[src/rtl/core_state_saver_pkg.sv]
// Shared widths, frame layout offsets, RAM mode encodings and FSM states for the core state saver.
package core_state_saver_pkg;

  localparam int unsigned ADDRESS_BITS = 16;
  localparam int unsigned DATA_BITS    = 16;
  localparam int unsigned IDX_BITS     = 3;

  localparam logic RAM_READ  = 1'b0;
  localparam logic RAM_WRITE = 1'b1;

  localparam int unsigned FRAME_PC    = 0;
  localparam int unsigned FRAME_SP    = 1;
  localparam int unsigned FRAME_CSP   = 2;
  localparam int unsigned FRAME_FLAGS = 3;
  localparam int unsigned FRAME_TOS   = 4;

  typedef enum logic [1:0] {
    IDLE  = 2'd0,
    WRITE = 2'd1,
    DONE  = 2'd2
  } saverState_t;

  // Frame length is the fixed header plus one word per live cached stack entry.
  function automatic logic [IDX_BITS-1:0] frameLength(input logic [1:0] tosValid);
    return IDX_BITS'(FRAME_TOS) + IDX_BITS'(tosValid[0]) + IDX_BITS'(tosValid[1]);
  endfunction

endpackage

[src/rtl/core_state_saver_frame_word_select.sv]
// Combinational map from frame word index to RAM offset, data word and last-word flag.
module frame_word_select
  import core_state_saver_pkg::*;
#(
  parameter int unsigned addrBits = ADDRESS_BITS,
  parameter int unsigned dataBits = DATA_BITS,
  parameter int unsigned pcBits   = 9
) (
  input  logic [IDX_BITS-1:0] index,
  input  logic [pcBits-1:0]   programCounter,
  input  logic [addrBits-1:0] stackPointer,
  input  logic [addrBits-1:0] callStackPointer,
  input  logic [dataBits-1:0] topOfStack1,
  input  logic [dataBits-1:0] topOfStack2,
  input  logic [1:0]          tosValid,
  output logic [addrBits-1:0] offset,
  output logic [dataBits-1:0] data,
  output logic                isLast
);

  always_comb begin
    data   = '0;
    offset = addrBits'(index);
    isLast = (index == (frameLength(tosValid) - IDX_BITS'(1)));
    case (index)
      IDX_BITS'(FRAME_PC):    data = dataBits'(programCounter);
      IDX_BITS'(FRAME_SP):    data = dataBits'(stackPointer);
      IDX_BITS'(FRAME_CSP):   data = dataBits'(callStackPointer);
      IDX_BITS'(FRAME_FLAGS): data = dataBits'(tosValid);
      // TOS words pack contiguously, so a lone TOS2 takes the first TOS slot.
      IDX_BITS'(FRAME_TOS):   data = tosValid[0] ? topOfStack1 : topOfStack2;
      IDX_BITS'(FRAME_TOS+1): data = topOfStack2;
      default:                data = '0;
    endcase
  end

endmodule

[src/rtl/core_state_saver.sv]
// Captures a paused core's registers and writes them as a RAM frame, one word per granted cycle.
module core_state_saver
  import core_state_saver_pkg::*;
#(
  parameter int unsigned addrBits = ADDRESS_BITS,
  parameter int unsigned dataBits = DATA_BITS,
  parameter int unsigned pcBits   = 9
) (
  input  logic                clk,
  input  logic                reset,
  input  logic                start,
  input  logic [addrBits-1:0] frameBase,
  input  logic [pcBits-1:0]   programCounter,
  input  logic [addrBits-1:0] stackPointer,
  input  logic [addrBits-1:0] callStackPointer,
  input  logic [dataBits-1:0] topOfStack1,
  input  logic [dataBits-1:0] topOfStack2,
  input  logic [1:0]          tosValid,
  input  logic                busGrant,
  output logic                busRequest,
  output logic [addrBits-1:0] ramAddress,
  output logic [dataBits-1:0] ramDataIn,
  output logic                ramReadWriteMode,
  output logic                busy,
  output logic                done,
  output logic [IDX_BITS-1:0] frameWords
);

  saverState_t state, stateNext;
  logic [IDX_BITS-1:0] wordIndex, wordIndexNext, selIndex;
  logic [IDX_BITS-1:0] frameWordsNext;
  logic                capture, loadWord, busyNext, busRequestNext, doneNext;
  logic                curIsLast;

  logic [addrBits-1:0] baseSh, spSh, cspSh;
  logic [pcBits-1:0]   pcSh;
  logic [dataBits-1:0] tos1Sh, tos2Sh;
  logic [1:0]          tosValidSh;

  logic [addrBits-1:0] selBase, selSp, selCsp, selOffset;
  logic [pcBits-1:0]   selPc;
  logic [dataBits-1:0] selTos1, selTos2, selData;
  logic [1:0]          selTosValid;
  logic                selLast;

  // Word 0 is prepared from the live inputs on the start edge; later words come from the shadows.
  always_comb begin
    selBase     = baseSh;
    selPc       = pcSh;
    selSp       = spSh;
    selCsp      = cspSh;
    selTos1     = tos1Sh;
    selTos2     = tos2Sh;
    selTosValid = tosValidSh;
    if (state == IDLE) begin
      selBase     = frameBase;
      selPc       = programCounter;
      selSp       = stackPointer;
      selCsp      = callStackPointer;
      selTos1     = topOfStack1;
      selTos2     = topOfStack2;
      selTosValid = tosValid;
    end
  end

  frame_word_select #(
    .addrBits(addrBits),
    .dataBits(dataBits),
    .pcBits  (pcBits)
  ) wordSelect (
    .index           (selIndex),
    .programCounter  (selPc),
    .stackPointer    (selSp),
    .callStackPointer(selCsp),
    .topOfStack1     (selTos1),
    .topOfStack2     (selTos2),
    .tosValid        (selTosValid),
    .offset          (selOffset),
    .data            (selData),
    .isLast          (selLast)
  );

  assign ramReadWriteMode = ((state == WRITE) && busGrant) ? RAM_WRITE : RAM_READ;

  always_comb begin
    stateNext      = state;
    wordIndexNext  = wordIndex;
    selIndex       = wordIndex + IDX_BITS'(1);
    capture        = 1'b0;
    loadWord       = 1'b0;
    busyNext       = busy;
    busRequestNext = busRequest;
    doneNext       = 1'b0;
    frameWordsNext = frameWords;
    case (state)
      IDLE: begin
        selIndex = '0;
        if (start) begin
          capture        = 1'b1;
          loadWord       = 1'b1;
          wordIndexNext  = '0;
          busyNext       = 1'b1;
          busRequestNext = 1'b1;
          stateNext      = WRITE;
        end
      end
      WRITE: begin
        if (busGrant) begin
          if (curIsLast) begin
            stateNext      = DONE;
            busRequestNext = 1'b0;
            doneNext       = 1'b1;
            frameWordsNext = wordIndex + IDX_BITS'(1);
          end else begin
            wordIndexNext = wordIndex + IDX_BITS'(1);
            loadWord      = 1'b1;
          end
        end
      end
      DONE: begin
        busyNext  = 1'b0;
        stateNext = IDLE;
      end
      default: stateNext = IDLE;
    endcase
  end

  always_ff @(posedge clk or negedge reset) begin
    if (!reset) begin
      state      <= IDLE;
      wordIndex  <= '0;
      busy       <= 1'b0;
      busRequest <= 1'b0;
      done       <= 1'b0;
      frameWords <= '0;
      ramAddress <= '0;
      ramDataIn  <= '0;
      curIsLast  <= 1'b0;
      baseSh     <= '0;
      pcSh       <= '0;
      spSh       <= '0;
      cspSh      <= '0;
      tos1Sh     <= '0;
      tos2Sh     <= '0;
      tosValidSh <= '0;
    end else begin
      state      <= stateNext;
      wordIndex  <= wordIndexNext;
      busy       <= busyNext;
      busRequest <= busRequestNext;
      done       <= doneNext;
      frameWords <= frameWordsNext;
      if (capture) begin
        baseSh     <= frameBase;
        pcSh       <= programCounter;
        spSh       <= stackPointer;
        cspSh      <= callStackPointer;
        tos1Sh     <= topOfStack1;
        tos2Sh     <= topOfStack2;
        tosValidSh <= tosValid;
      end
      if (loadWord) begin
        ramAddress <= addrBits'(selBase + selOffset);
        ramDataIn  <= selData;
        curIsLast  <= selLast;
      end
    end
  end

endmodule

[config.mk]
export PLATFORM = sky130hd
export DESIGN_NAME = core_state_saver
export DESIGN_NICKNAME = d
export VERILOG_FILES = /design/src/rtl/core_state_saver_pkg.sv /design/src/rtl/core_state_saver_frame_word_select.sv /design/src/rtl/core_state_saver.sv
export SDC_FILE = /design/constraint.sdc
export NUM_CORES = 1
export LEC_CHECK = 0
export BUFFER_PORTS_ARGS = -buffer_cell sky130_fd_sc_hd__clkbuf_2
export CAP_MARGIN = 10
export CORE_MARGIN = 5
export CORE_UTILIZATION = 61
export CTS_BUF_LIST = sky130_fd_sc_hd__clkbuf_16
export CTS_CLUSTER_SIZE = 8
export DETAILED_ROUTE_END_ITERATION = 16
export GPL_TIMING_DRIVEN = 0
export HOLD_SLACK_MARGIN = 0.08
export PLACE_DENSITY_LB_ADDON = 0.3
export SETUP_SLACK_MARGIN = 0.5
export SLEW_MARGIN = 20
export SYNTH_ARGS = -nofsm -noshare
export SYNTH_HDL_FRONTEND = slang
export SYNTH_HIERARCHICAL = 1
export SYNTH_SLANG_ARGS = --single-unit
[constraint.sdc]
create_clock -name clk -period 8.1 [get_ports clk]
set_input_delay 0.405 -clock clk [delete_from_list [all_inputs] [get_ports clk]]
set_output_delay 0.405 -clock clk [all_outputs]
set_load 0.005 [all_outputs]
* Word level (Yosys, flattened, before mapping)
Index checks and enable logic that the tools add are counted.
Widths: inputs -> output; s select.
** Word-level totals
- Register bits after elaboration :: 135
- Bits in latches :: 0
- Memory bits (writable) :: 0
- Memory bits (read-only) :: 0
- Input bits :: 95
- Logic and storage cells :: 75
- Memories kept :: 0
** Operators by class
- Add/subtract/negate cells :: 5
- Multiply operators :: 0
- Divide/modulo/power cells :: 0
- $lt $le $gt $ge :: 0
- Equality and inequality tests :: 12
- Shift-type cells :: 0
- Muxes and demuxes :: 32
- Bitwise logic cells :: 0
- Reductions and logical operators :: 10
** Operators by type and width (count)
- $mux 16 :: 6
- $pmux 16 s6 :: 1
- $add 16x3->16 :: 1
- $mux 3 :: 4
- $mux 1 :: 11
- $mux 9 :: 1
- $mux 2 :: 4
- $ne 2x2->1 const B :: 4
- $reduce_and 4->1 :: 2
- $eq 3x2->1 const B :: 2
- $eq 3x3->1 const B :: 2
- $pmux 1 s2 :: 3
- $pmux 3 s2 :: 1
- $reduce_and 3->1 :: 2
- $pmux 2 s2 :: 1
- $reduce_bool 2->1 :: 2
- $add 3x1->3 :: 1
- $add 3x1->3 const A :: 1
- $add 3x1->3 const B :: 1
- $eq 3x1->1 const B :: 1
- $eq 3x3->1 :: 1
- $logic_not 3->1 :: 1
- $sub 3x1->3 const B :: 1
- $eq 2x1->1 const B :: 1
- 4 further kinds :: 4

* Longest topological paths before layout
Gate-level depths: netlist of the first run.
- Depth after elaboration :: 6
- Depth in mapped cells :: 13
- Mapped depth without buffers :: 9

* By module
Netlist of the first run, hierarchy kept.
** By module, submodules not included
- core_state_saver :: times used 1, cells an instance 588, area each 6959.2 um^2
- frame_word_select :: times used 1, cells an instance 104, area each 852.1 um^2

* Least setup slack after synthesis of the first run
No wires, ideal clock.
- Kind :: flip-flop to flip-flop
- Start point :: register state[1]
- End point :: register ramAddress[12]
- Setup time :: 0.069 ns
- Data arrival time :: 3.203 ns
- Setup slack :: 4.828 ns
- Stages on the path, launching flop included :: 13
- Buffers on the path :: 3
- Cell sequence :: dfrtp_1 buf_2 nor2_1 buf_2 buf_2 mux2_2 ha_1 fa_1 a21o_1 a31o_1 a221o_1 or3_1 nand3_1
** Between the ends
- Longest elaborated chain between the ends :: 3
- Elaborated cells between the ends (all ways) :: 6
** RTL lines
- start: declaration :: line core_state_saver.sv:29 : saverState_t state, stateNext;
- start signal: assignment :: line core_state_saver.sv:147 : state <= stateNext;
- $logic_not 2->1 :: line core_state_saver.sv:55, core_state_saver.sv:95
- $mux 16 / $mux 3 (equally long branches) :: line core_state_saver.sv:55, core_state_saver.sv:95
- $add 16x3->16 :: line core_state_saver.sv:163 : ramAddress <= addrBits'(selBase + selOffset);
- end signal: assignment :: line core_state_saver.sv:163
- end: declaration :: line core_state_saver.sv:21 : output logic [addrBits-1:0] ramAddress,
Several ways; a longest one is shown, not always the timed one.
A chain may end at the register's enable or synchronous reset.

* Worst setup path in the final report of the first run
- Start point :: register state[0]
- End point :: register ramAddress[12]
Same word-level chain as after synthesis.

==> summary.md, run 1 <==
### Clock network
* number of H-tree branching levels: 4
* clock buffer count from CTS: 17
* post-cts resize count: 0
* clock net sink count: 135
* cell chosen for the clock root: sky130_fd_sc_hd__clkbuf_16
* maximum buffer depth of the clock tree: 2
* clock-pin slew of the registers on the worst-case setup and hold paths: 0.05 ns
* Skew-Pair Late Insertion Delay: 0.42 ns
* clock tree from TritonCTS: yes

### Layout
* share of cells above drive strength 1: 0.4615
* final instance area: 9294 sq um
* ANT cells: 0
* net count reported at finish: 972
* synthesis-to-finish area growth: 18.98%

### Placed design
* post-placement cell area: 8773 sq um
* HPWL after detailed placement: 14810 um
* routability congestion estimate from global placement: 0.9207
* post-placement setup slack: 4.428 ns
* Port Buffers: 133

### Critical path
* critical path data arrival time: 4.07 ns
* buffering stage count on the worst path with inverters included: 3
* largest incremental delay on the critical path: 0.40 ns
* capturing element type of the critical path: flip-flop
* most frequent CP cell: sky130_fd_sc_hd__buf_2
* slowest library cell on the worst path: sky130_fd_sc_hd__fa_1
* worst-path maximum fanout: 10
* Crit Path Category: flip-flop to flip-flop
* Critical Path Source Type: flip-flop
* cells traversed along the worst timing path: buf_2 > nor2_1 > buf_2 > buf_2 > mux2_2 > ha_1 > fa_1 > a21o_1 > a31o_1 > a221o_1 > or3_1 > nand3_1
* kind of cell adding the most delay to the critical path: compound AO/OA/AOI/OAI gates
* worst path required time: 8.46 ns

### Die
* number of placed I/O pins: 134
* effective utilization at floorplan: 0.6215
* Chip Height: 123.2 um
* number of placement rows: 41
* Die Footprint: 15170 sq um
* horizontal die dimension: 123.2 um
* core region area: 12570 sq um

### STA
* final period utilization: 0.4589
* max frequency: 0.2690 GHz
* count of final max-slew check failures: 0
* count of final setup violators: 0
* Slew Limit Headroom: 0.4334
* setup repair after global routing missed its margin: no
* transition at the pin with the smallest max-transition slack: 0.8481 ns
* setup slack of the critical path after layout: 4.383 ns
* Tmin final: 3.717 ns
* Max Clock Skew: 0.005281 ns
* final count of hold timing violations: 0
* setup_tns: 0 ns

### Power and ir drop
* reported leakage power: 4.417 nW
* cell area power density: 436.3 nW/um^2
* Peak VDD IR: 194.8 uV

### Synthesis
* Post-synth EDFFs: 0
* post-synthesis register bit count: 135
* sequential share of the synthesized area: 0.4325
* Ys Warns: 6
* Mean Syn Cell Area: 11.29 sq um
* cells after synthesis: 692
* cell area after technology mapping: 7811 sq um
* post-synthesis cell type count: 57
* top flip-flop cell by instance count after synthesis: sky130_fd_sc_hd__dfrtp_1
* share of flip-flops with an asynchronous set or reset: 1.000

### Routing
* remaining design rule violation count: 0
* first-iteration detailed-routing DRC count: 483
* Detailed Routing Iterations Pass 1: 6
* post-detailed-route via-to-cell ratio: 5.798
* count of vias placed by the detailed router: 6047
* detailed-route wire length per cell: 19.17 um
* antenna viol nets, final: 0
* total wire length: 20000 um

### GRT
* pin count of the biggest net entering global routing: 75
* antenna violations before repair: 1
* global-route wire length before repair: 31460 um
* Total Routing Usage GR: 0.2725
* GRT overflow: 0
* number of global-route vias before repair: 6449

### Run
* # Max-Cap Violations: 0

### Outcome
* result of the run: finished clean

### Hold path
* type of the most critical hold path: input port to flip-flop

[what timing repair did]
action / CTS / global route
endpoints found under the hold margin: 61 / 0
setup endpoints to repair: 0 / 0
hold buffers: 1 / 0
buffers inserted: 0 / 0
[per-stage QoR]
step	hold WS (ns)	cells	power, mW	util
after floorplan	0.1094	704	2.764	-
after global placement	0.4660	1009	3.246	0.6952
after detailed placement	0.4334	1010	3.338	0.6981
after CTS	0.2163	1043	4.042	0.7395
after global routing	0.2212	1043	4.322	0.7395
final	0.2272	1043	4.055	0.7395
[synth_stat cells (2+ instances only)]
master / n / area [sq um]
sky130_fd_sc_hd__or3_1: 2 / 12.51
sky130_fd_sc_hd__a211oi_1: 2 / 15.01
sky130_fd_sc_hd__a21oi_1: 20 / 100.1
sky130_fd_sc_hd__a21o_1: 2 / 15.01
sky130_fd_sc_hd__buf_2: 30 / 150.1
sky130_fd_sc_hd__nand2_1: 87 / 326.6
sky130_fd_sc_hd__a2bb2oi_1: 8 / 70.07
sky130_fd_sc_hd__inv_1: 9 / 33.78
sky130_fd_sc_hd__o21a_1: 2 / 15.01
sky130_fd_sc_hd__o21ai_0: 26 / 130.1
sky130_fd_sc_hd__nor2_1: 16 / 60.06
sky130_fd_sc_hd__and3_1: 5 / 31.28
sky130_fd_sc_hd__nand4_1: 3 / 18.77
sky130_fd_sc_hd__nand2b_1: 3 / 18.77
sky130_fd_sc_hd__a31oi_1: 2 / 12.51
sky130_fd_sc_hd__buf_4: 17 / 127.6
sky130_fd_sc_hd__o31ai_1: 2 / 15.01
sky130_fd_sc_hd__nor3_1: 5 / 25.02
sky130_fd_sc_hd__o22ai_1: 15 / 93.84
sky130_fd_sc_hd__xnor2_1: 6 / 52.55
sky130_fd_sc_hd__a311oi_1: 2 / 17.52
sky130_fd_sc_hd__nand3_1: 6 / 30.03
sky130_fd_sc_hd__dfrtp_1: 135 / 3378
sky130_fd_sc_hd__a221o_1: 2 / 20.02
sky130_fd_sc_hd__a31o_2: 2 / 17.52
sky130_fd_sc_hd__and2b_1: 3 / 22.52
sky130_fd_sc_hd__nor2b_1: 2 / 12.51
sky130_fd_sc_hd__mux2i_1: 26 / 260.3
sky130_fd_sc_hd__a22oi_1: 7 / 52.55
sky130_fd_sc_hd__ha_1: 18 / 225.2
sky130_fd_sc_hd__mux2_2: 187 / 2106
sky130_fd_sc_hd__xor2_1: 5 / 43.79
sky130_fd_sc_hd__buf_6: 4 / 45.04
sky130_fd_sc_hd__clkbuf_1: 8 / 30.03
[final cells by class]
cell class / instances / area, sq um
clock buffer: 17 / 425.4
tap: 172 / 215.2
inverter: 9 / 33.78
clock inverter: 15 / 85.08
timing repair buffer: 135 / 711.9
sequential: 135 / 3378
fill: 882 / 3274
buffer: 60 / 356.6
multi-input combinational: 500 / 4088
[per-layer routing]
metal | routed length, um | track usage | vias up | part of all wire
met1 | 7776 | 0.3186 | 2961 | 0.39
met2 | 10250 | 0.4771 | 219 | 0.51
met3 | 1171 | 0.05627 | 62 | 0.059
li1 | - | - | 2803 | -
met5 | 11 | 0 | - | 0.00055
met4 | 788 | 0.1308 | 2 | 0.039
[state kept, by name (all words and copies together) (netlist names)]
signal      count
frameWords      3
ramDataIn      16
busRequest      1
tos2Sh         16
ramAddress     16
tosValidSh      2
spSh           16
busy            1
done            1
wordIndex       3
tos1Sh         16
state           2
pcSh            9
curIsLast       1
cspSh          16
baseSh         16
[report_power, final]
| group | switching (mW) | internal [mW] | total, mW |
|---|---|---|---|
| logic | 1.10 | 1.09 | 2.20 |
| registers | 0.175 | 1.01 | 1.18 |
| clock network | 0.269 | 0.405 | 0.674 |
| total | 1.55 | 2.51 | 4.05 |
[worst paths after layout]
path | startpoint | endpoint | slack, ns | cells after the start
max reg2reg | state[0] | ramAddress[12] | 4.38 | 12
max | state[0] | ramAddress[12] | 4.38 | 12
max in group asynchronous | reset | ramDataIn[3] | 6.82 | 3
min reg2reg | ramAddress[2] | ramAddress[2] | 0.48 | 2
min in group asynchronous | reset | pcSh[3] | 0.55 | 2
min | topOfStack2[15] | tos2Sh[15] | 0.23 | 2
[logic make-up (layout without fill, tap and decap cells)]
kind of cell,Yosys count,in the layout,share of synthesized area
DFF,135,135,0.4325
muxes,214,214,0.3058
and+or+nand+nor,141,141,0.08249
buffers and inverters,69,236,0.04997
adders and majority gates,19,19,0.03140
xor gates and xnor gates,11,11,0.01233
AOI/OAI and AO/OA,102,102,0.08506
other,1,13,0.0004801
[placed cells by master (no fill, tap or decap), drive strengths merged, types with 16 or more instances in the layout]
master,count
o21ai,26
buf,53
nand2,88
inv,18
dfrtp,135
a21oi,20
clkbuf,158
nor2,16
mux2i,26
ha,18
mux2,187
Power figures use the tool's default switching activity.
==> run 2: changes to the inputs <==
ABC_AREA = 1   (was unset)
CORE_UTILIZATION = 52   (was 61)
clock period = 3.12 ns   (was 8.1 ns; I/O delays follow)
==> run 2 against run 1 <==
  * Clock skew rose by 0.0017 ns
  * Final cell count rose by 57%
  * Sequential share of layout area fell by 5.1 points
  * Flip-flop and latch count did not move
  * Global-route usage rose by 0.42 points
  * Register-to-register slack got worse by 3.8 ns
  * Core utilization fell by 3.3 points
  * Die area rose by 21%
  * Synthesized cell count rose by 67%
  * Critical endpoint is now ramAddress[10]
  * Largest cell class unchanged
==> summary.md, run 2 <==
### Outcome
* result of the run: finished clean

### Synthesis
* parity-gate share of the synthesized area counting xor and xnor cells: 0.005368, -0.006966
* cell area after technology mapping: 8158 sq um, +4.4%
* cells after synthesis: 1157, +67%
* area fraction in and, or, nand and nor cells after synthesis: 0.2856, +0.2031
* most common library cells after synthesis: sky130_fd_sc_hd__nand2_1, sky130_fd_sc_hd__inv_1, sky130_fd_sc_hd__o21ai_0
* most instantiated library cell after synthesis: sky130_fd_sc_hd__nand2_1
* post-synthesis cell type count: 36, -37%
* Mean Syn Cell Area: 7.051 sq um, -38%
* Post-synth EDFFs: 0, unchanged
* biggest area contributors in the synthesized netlist: sky130_fd_sc_hd__dfrtp_1, sky130_fd_sc_hd__nand2_1, sky130_fd_sc_hd__o21ai_0, sky130_fd_sc_hd__inv_1, sky130_fd_sc_hd__nand3_1
* largest family of logic cells by synthesized area: simple AND/OR/NAND/NOR gates
* sequential share of the synthesized area: 0.4141, -0.01837
* fraction of post-synthesis cell area in the top cell type by area: 0.4141, -0.01837
* synthesized-area fraction occupied by ao, oa, aoi and oai cells: 0.1276, +0.04255
* Ys Warns: 6, unchanged
* largest area contributor in the synthesized netlist: sky130_fd_sc_hd__dfrtp_1
* share of flip-flops with an asynchronous set or reset: 1.000, unchanged
* multiplexer area fraction after synthesis: 0, -0.3058
* post-synthesis register bit count: 135, unchanged
* arithmetic-cell share of the synthesized area counting full adders, half adders and majority gates: 0.03006, -0.001334
* top flip-flop cell by instance count after synthesis: sky130_fd_sc_hd__dfrtp_1

### Critical path
* critical path data arrival time: 2.87 ns, -1.20 ns
* worst-path maximum fanout: 10, unchanged
* worst path required time: 3.44 ns, -5.02 ns
* Crit Path Category: flip-flop to flip-flop
* most frequent CP cell: sky130_fd_sc_hd__nand2_1
* slowest library cell on the worst path: sky130_fd_sc_hd__dfrtp_1
* Critical Path Source Type: flip-flop
* largest incremental delay on the critical path: 0.42 ns, +0.02 ns
* cells traversed along the worst timing path: nor2_4 > inv_6 > buf_6 > buf_4 > nand2_1 > o21ai_0 > ha_2 > fa_2 > nand2_1 > nand2_1 > nand3b_1 > nand2_2 > nand2_1 > nand2_1 > nand2_1 > nand2_1 > nand2_1 > nand2_1
* capturing element type of the critical path: flip-flop

### Clock network
* cell chosen for the clock root: sky130_fd_sc_hd__clkbuf_16
* number of H-tree branching levels: 4, unchanged
* clock buffer count from CTS: 17, unchanged
* clock-pin slew of the registers on the worst-case setup and hold paths: 0.06 ns, about the same
* clock net sink count: 135, unchanged
* maximum buffer depth of the clock tree: 2, unchanged
* clock tree from TritonCTS: yes
* Skew-Pair Late Insertion Delay: 0.43 ns, about the same

### Routing
* total length of routed met2 wires: 12610 um, +23%
* count of vias placed by the detailed router: 8346, +38%
* detailed-route wire length per cell: 15.26 um, -20%
* M1 WL: 10030 um, +29%
* Max Used Layer: met4
* remaining design rule violation count: 0, unchanged
* Detailed Routing Iterations Pass 1: 6, unchanged
* met3 routed WL: 1623 um, +39%
* total wire length: 25060 um, +25%
* first-iteration detailed-routing DRC count: 769, +59%
* post-detailed-route via-to-cell ratio: 5.083, -12%
* antenna viol nets, final: 0, unchanged

### GRT
* global-route wire length before repair: 39790 um, +26%
* Total Routing Usage GR: 0.2767, +0.004234
* antenna violations before repair: 0, -1
* GRT overflow: 0, unchanged
* pin count of the biggest net entering global routing: 79, +5.3%
* number of global-route vias before repair: 8096, +26%

### Die
* Die Footprint: 18290 sq um, +21%
* core region area: 15310 sq um, +22%
* horizontal die dimension: 135.3 um, +9.8%
* Chip Height: 135.3 um, +9.8%
* number of placement rows: 45, +9.8%
* effective utilization at floorplan: 0.5327, -0.08882
* number of placed I/O pins: 134, unchanged

### Power and ir drop
* reported leakage power: 5.901 nW, +34%
* internal portion of total power: 6.133 mW, +140%
* switching power share of the total: 0.4386, +0.05695
* clock network power share: 0.209, +0.043
* share of total power in combinational logic: 0.515, -0.027
* share of power burned in registers: 0.277, -0.015
* power spent charging and discharging nets: 4.792 mW, +210%
* cell area power density: 1010 nW/um^2, +130%
* Peak VDD IR: 547.0 uV, +180%

### STA
* count of final max-slew check failures: 0, unchanged
* Max Clock Skew: 0.006979 ns, +0.001698 ns
* Tmin final: 2.555 ns, -1.162 ns
* max frequency: 0.3914 GHz, +45%
* count of final setup violators: 0, unchanged
* final period utilization: 0.8190, +0.3601
* setup repair after global routing missed its margin: yes
* Slew Limit Headroom: 0.5579, +0.1245
* final count of hold timing violations: 0, unchanged
* smallest hold slack: 0.1192 ns, -0.1080 ns
* transition at the pin with the smallest max-transition slack: 0.6562 ns, -0.1919 ns

### Placed design
* routability congestion estimate from global placement: 0.9216, about the same
* post-placement cell area: 9169 sq um, +4.5%
* Port Buffers: 133, unchanged
* HPWL after detailed placement: 17280 um, +17%

### Layout
* top library cells by usage in the layout, fill and taps aside: sky130_fd_sc_hd__nand2_1, sky130_fd_sc_hd__inv_1, sky130_fd_sc_hd__o21ai_0
* share of cells above drive strength 1: 0.1796, -0.2819
* ANT cells: 0, unchanged
* commonest non-fill, non-tap cell in the layout: sky130_fd_sc_hd__nand2_1
* final instance area: 10820 sq um, +16%
* final core utilization: 0.7065, -0.03294
* net count reported at finish: 1532, +58%
* synthesis-to-finish area growth: 32.64%

### Hold path
* type of the most critical hold path: input port to flip-flop

### Run
* # Max-Cap Violations: 0, unchanged

[run 2: path summary, 6_finish.rpt]
path                                from             end  slack, ns  depth (start not counted)
setup reg to reg                state[1]  ramAddress[10]       0.56                         18
hold / removal                  busGrant            done       0.12                          3
setup / recovery                state[1]  ramAddress[10]       0.56                         18
max in group asynchronous          reset       tos1Sh[9]       2.13                          3
min in group asynchronous          reset  ramAddress[11]       0.25                          2
hold reg to reg            ramDataIn[10]   ramDataIn[10]       0.47                          2
[run 2: power by group through the flow]
stage                     clock network, mW  registers (mW)  logic (mW)
after floorplan                           0            2.94        3.77
after global placement                    0            2.99        5.17
after detailed placement                  0            3.02        5.26
after CTS                              2.28            2.99        5.43
after global routing                   2.38            3.10        6.27
final                                  2.28            3.02        5.62
[run 2: per-stage QoR]
step / setup WS [ns] / std cells / setup TNS [ns] / total power, mW
after detailed placement: 0.2639 / 1514 / 0 / 8.277
after global routing: 0.4384 / 1642 / 0 / 11.74
after global placement: -0.3418 / 1513 / -45.09 / 8.160
after floorplan: 0.6881 / 1169 / 0 / 6.710
after CTS: 0.4959 / 1640 / 0 / 10.70
final: 0.5648 / 1642 / 0 / 10.93
[run 2: routing by layer]
layer | GRT usage | vias up
li1 | - | 4103
met1 | 0.3390 | 3847
met5 | 0 | -
met3 | 0.04792 | 64
met2 | 0.4815 | 332
met4 | 0.1159 | 0
[run 2: layout make-up]
| cell class | count | area, sq um |
|---|---|---|
| clock inverter | 15 | 234.0 |
| clock buffer | 17 | 425.4 |
| fill | 1241 | 4494 |
| sequential | 135 | 3378 |
| multi-input combinational | 808 | 3739 |
| inverter | 155 | 591.8 |
| tap | 211 | 264.0 |
| timing repair buffer | 230 | 1653 |
| buffer | 71 | 535.5 |
[run 2: repair_timing]
item / in CTS / in global routing
resized for setup: 4 / 15
setup endpoints to repair: 12 / 11
hold endpoints to repair: 148 / 0
hold buffers: 92 / 0
pin swaps: 1 / 4
setup buffers: 2 / 2
[run 2: kinds of logic (layout without fill, tap and decap cells)]
group                    Yosys count  in the layout
AND/OR/NAND/NOR                  565            565
buffers and inverters            226            488
AO/OA/AOI/OAI                    206            206
flip-flops                       135            135
adder cells (fa/ha/maj)           19             19
XOR/XNOR                           5              5
other                              1             13
[run 2: worst max-delay path, delay by kind of cell (launching register included)]
family | cells | cell delay, ns
simple gates | 12 | 0.94
compound gates | 1 | 0.09
fa+ha+maj | 2 | 0.56
flops | 1 | 0.42
buf+inv | 3 | 0.43
